File: src/rtl/parallel_adder_pkg.sv
// rtl/parallel_adder_pkg.sv - shared width, types and reference helper for the 4-bit adder
package parallel_adder_pkg;

    localparam int ADDER_W = 4;

    typedef logic [ADDER_W-1:0] nibble_t;

    // Carry-out and sum kept together so the output register moves as one word
    typedef struct packed {
        logic    cout;
        nibble_t sum;
    } adder_result_t;

    localparam adder_result_t ADDER_RESULT_ZERO = '{cout: 1'b0, sum: '0};

    // Packs a carry/sum pair into the registered result word
    function automatic adder_result_t pack_result(input logic cout, input nibble_t sum);
        adder_result_t r;
        r.cout = cout;
        r.sum  = sum;
        return r;
    endfunction

endpackage

File: src/rtl/parallel_adder_4bit_full_adder.sv
// rtl/parallel_adder_4bit_full_adder.sv - single-bit full adder cell of the ripple chain
module full_adder (
    input  logic a,
    input  logic b,
    input  logic ci,
    output logic s,
    output logic co
);

    // Sum is the three-way parity; carry is the majority of the three inputs
    always_comb begin
        s  = a ^ b ^ ci;
        co = (a & b) | (a & ci) | (b & ci);
    end

endmodule

File: src/rtl/parallel_adder_4bit.sv
// rtl/parallel_adder_4bit.sv - 4-bit ripple-carry adder with combinational and registered results
module parallel_adder_4bit
    import parallel_adder_pkg::*;
(
    input  logic               clk,
    input  logic               rst,
    input  logic [ADDER_W-1:0] A,
    input  logic [ADDER_W-1:0] B,
    input  logic               Cin,
    output logic [ADDER_W-1:0] Sum,
    output logic               Cout,
    output logic [ADDER_W-1:0] Sum_q,
    output logic               Cout_q
);

    // carry[i] feeds bit i; carry[ADDER_W] is the final carry-out
    logic [ADDER_W:0]   carry;
    nibble_t            sum_bits;
    adder_result_t      result_d;
    adder_result_t      result_q;

    assign carry[0] = Cin;

    // One full-adder cell per bit, chained through the carry vector
    for (genvar i = 0; i < ADDER_W; i++) begin : g_ripple
        full_adder u_full_adder (
            .a  (A[i]),
            .b  (B[i]),
            .ci (carry[i]),
            .s  (sum_bits[i]),
            .co (carry[i+1])
        );
    end

    // Combinational outputs track the inputs regardless of clock or reset
    always_comb begin
        Sum      = sum_bits;
        Cout     = carry[ADDER_W];
        result_d = pack_result(carry[ADDER_W], sum_bits);
    end

    // Registered copy: cleared immediately by rst, otherwise captured every edge
    always_ff @(posedge clk or posedge rst) begin
        if (rst) begin
            result_q <= ADDER_RESULT_ZERO;
        end else begin
            result_q <= result_d;
        end
    end

    assign Sum_q  = result_q.sum;
    assign Cout_q = result_q.cout;

endmodule

File: config.mk
export PLATFORM = sky130hd
export DESIGN_NAME = parallel_adder_4bit
export DESIGN_NICKNAME = d
export VERILOG_FILES = /design/src/rtl/parallel_adder_pkg.sv /design/src/rtl/parallel_adder_4bit_full_adder.sv /design/src/rtl/parallel_adder_4bit.sv
export SDC_FILE = /design/constraint.sdc
export NUM_CORES = 1
export LEC_CHECK = 0
export ABC_AREA = 1
export CORE_AREA = 2 2 39 41
export DETAILED_ROUTE_END_ITERATION = 16
export DIE_AREA = 0 0 41 43
export GPL_ROUTABILITY_DRIVEN = 1
export SLEW_MARGIN = 20
export SYNTH_ARGS = -nofsm -noshare
export SYNTH_HDL_FRONTEND = slang
export SYNTH_SLANG_ARGS = --single-unit
File: constraint.sdc
create_clock -name clk -period 2.6 [get_ports clk]
set_input_delay 0.52 -clock clk [delete_from_list [all_inputs] [get_ports clk]]
set_output_delay 0.52 -clock clk [all_outputs]
set_load 0.02 [all_outputs]
==> flow_metrics.tcl <==
set metrics [dict create \
    yosys-mux-area-fraction_pct 0 \
    ir_drop_v 0.0001934 \
    overflow 0 \
    die_area_sq_um 1763 \
    drc 0 \
    clk_path_buf_depth 2 \
    synth_warnings 0 \
    cp-end-kind "output port" \
    fin_crit_ns 2.716 \
    slowest_delay_ns 0.41 \
    timing.final.crit_share_pct 104.5 \
    ant_nets 0 \
    ys_seq_area_share_pct 45.25 \
    cp-startpoint "A[0]" \
    drv_slew 0 \
    pwr-share-seq_pct 28.9 \
    grt_use_total_pct 7.302 \
    max_slew.worst_pin.slew_ns 0.2214 \
    initial_utilization_pct 19.98 \
    drv_cap 0 \
    die_w_um 41 \
    crit_slowest_cell "fa_1" \
    p_per_area_nw_per_um2 597.6 \
    core_area_sq_um 1384 \
    drt-vias-per-instance 3.375 \
    synthTopCellsByArea "dfrtp_1, fa_1, inv_1" \
    start_kind "input port" \
    finalHoldViolCount 0 \
    grt_max_degree 6 \
    yosys.cell_types.count 4 \
    ios 21 \
    syn2layout_area_growth_pct 95.48 \
    crit_type "input port to output port" \
    syn-cell-area_sq_um 276.5 \
    synth_top_family_by_area "adder cells" \
    final_common_cell "clkdlybuf4s50_1" \
    dp.final_hpwl_um 381.8 \
    rows 14 \
    fin_util_pct 39.06 \
    fin_cells 64 \
    synthSimpleGateAreaFrac_pct 0 \
    status "complete, but fails checks" \
    fmax_mhz 368.1 \
    avgRoutedWirePerCell_um 6.672 \
    die_h_um 43 \
    hold_slack_ns 0.4714 \
    setup_ws_ns -0.1164 \
    critPathBufInv 6 \
    crit_fanout 2 \
    yosysTopAreaCell "dfrtp_1" \
    drt_iter0_drc 2 \
    nFillCells 147 \
    power.total_w 0.0003230 \
    h-tree-depth 1 \
    gp_congestion 0.5363 \
    crit_family "adder cells" \
    cts.sinks 5 \
    finalSetupViolCount 1 \
    grt_pass1_wl_um 690 \
    rsz0062_at_grt "yes" \
    synth_top_area_share_pct 45.25 \
    critPathRequiredTime_ns 2.08 \
    syn_avg_cell_area_sq_um 11.52 \
    synth_nets 39 \
    path_clk_slew_ns 0.04 \
    synth.ff_latch_count 5 \
    synth_xor_xnor_area_share_pct 0 \
    sw_frac_of_total_pct 30.11 \
    combPwrFrac_pct 43.7 \
    cts_tree "done" \
    leakage_nw 0.2632 \
    grt_antenna_before_repair 0 \
    max_slew_margin_pct 85.20 \
    fin_nets 64 \
    violations "setup timing" \
    dp.cells 59 \
    grt_pass1_vias 192 \
    layout_common_cells "clkdlybuf4s50_1, dfrtp_1, inv_2, buf_6" \
    dr_total_vias 216 \
    drt-total-wl_um 427 \
    syn_inst 24 \
    power.share.clock_pct 27.5 \
    p_int_w 0.0002258 \
    drive_above_1_share_pct 47.92 \
    p_sw_w 0.00009726 \
    n_antenna_cell 0 \
    numCtsBuffers 3 \
    synthAdderAreaFrac_pct 28.96 \
    finish.instance_area_sq_um 540.5 \
    synth_compound_area_share_pct 0 \
    critical_path_arrival_ns 2.20 \
    portBuffers 20 \
    hp-class "input port to async pin" \
    place_area_sq_um 494.2 \
    drt_pre_antenna_iters 2 \
    clockRootBuffer "clkbuf_4" \
    crit_chain "buf_6 -> inv_4 -> fa_2 -> inv_2 -> fa_2 -> fa_2 -> inv_2 -> fa_1 -> inv_2 -> buf_6" \
]
[registers in the layout, summed over array words and instances (netlist names)]
register and cells:
Cout_q 1, Sum_q 4
[path summary, 6_finish.rpt]
path | end | slack [ns] | cells after the start
worst max-delay path | Sum[3] | -0.12 | 10
worst min-delay path | Cout_q | 0.47 | 2
max in group asynchronous | Sum_q[0] | 1.96 | 2
min in group clk | Sum_q[1] | 0.76 | 2
[final cells by class]
type / count / area (sq um) / area share, %
sequential: 5 / 125.1 / 23.15
multi-input combinational: 4 / 87.58 / 16.20
tap: 16 / 20.02 / 3.704
timing repair buffer: 24 / 235.2 / 43.52
clock buffer: 4 / 26.28 / 4.861
inverter: 11 / 46.29 / 8.565
[synthesized netlist by cell type (all sizes together)]
| master | number |
|---|---|
| inv | 11 |
| dfrtp | 5 |
| buf | 4 |
| fa | 4 |
[power by group through the flow]
stage	logic, W	registers (W)	clock network (W)
finish	0.000141	0.0000933	0.0000887
global route	0.000153	0.0000941	0.0000993
CTS	0.000144	0.0000934	0.0000893
detailed placement	0.000134	0.0000945	0
global placement	0.000133	0.0000949	0
floorplan	0.0000550	0.000112	0
[routing by layer]
layer | wire, um | GRT usage, %
met1 | 127 | 5.316
met2 | 204 | 8.438
met3 | 63 | 4.188
met4 | 31 | 14.00
met5 | 0 | 0
[what timing repair did]
item,4_1_cts,5_1_grt
pin swaps,4,4
buffers inserted,1,0
hold buffers,0,0
endpoints found under the hold margin,0,0
gates cloned,0,0
endpoints found under the setup margin,5,4
gates resized for setup,39,1
[through the flow]
stage               worst slack (ns)    TNS, ns
CTS                          -0.1943    -0.1943
global placement             -0.9443     -2.934
global route                 -0.1825    -0.1851
floorplan                  -0.001838  -0.001838
finish                       -0.1164    -0.1164
detailed placement           -0.9519     -2.945
[cells by family (layout without fill, tap and decap cells)]
kind of cell,Yosys count,count (layout)
buffers and inverters,15,39
adder cells (fa/ha/maj),4,4
flip-flops,5,5
(Power assumes the default switching activity.)
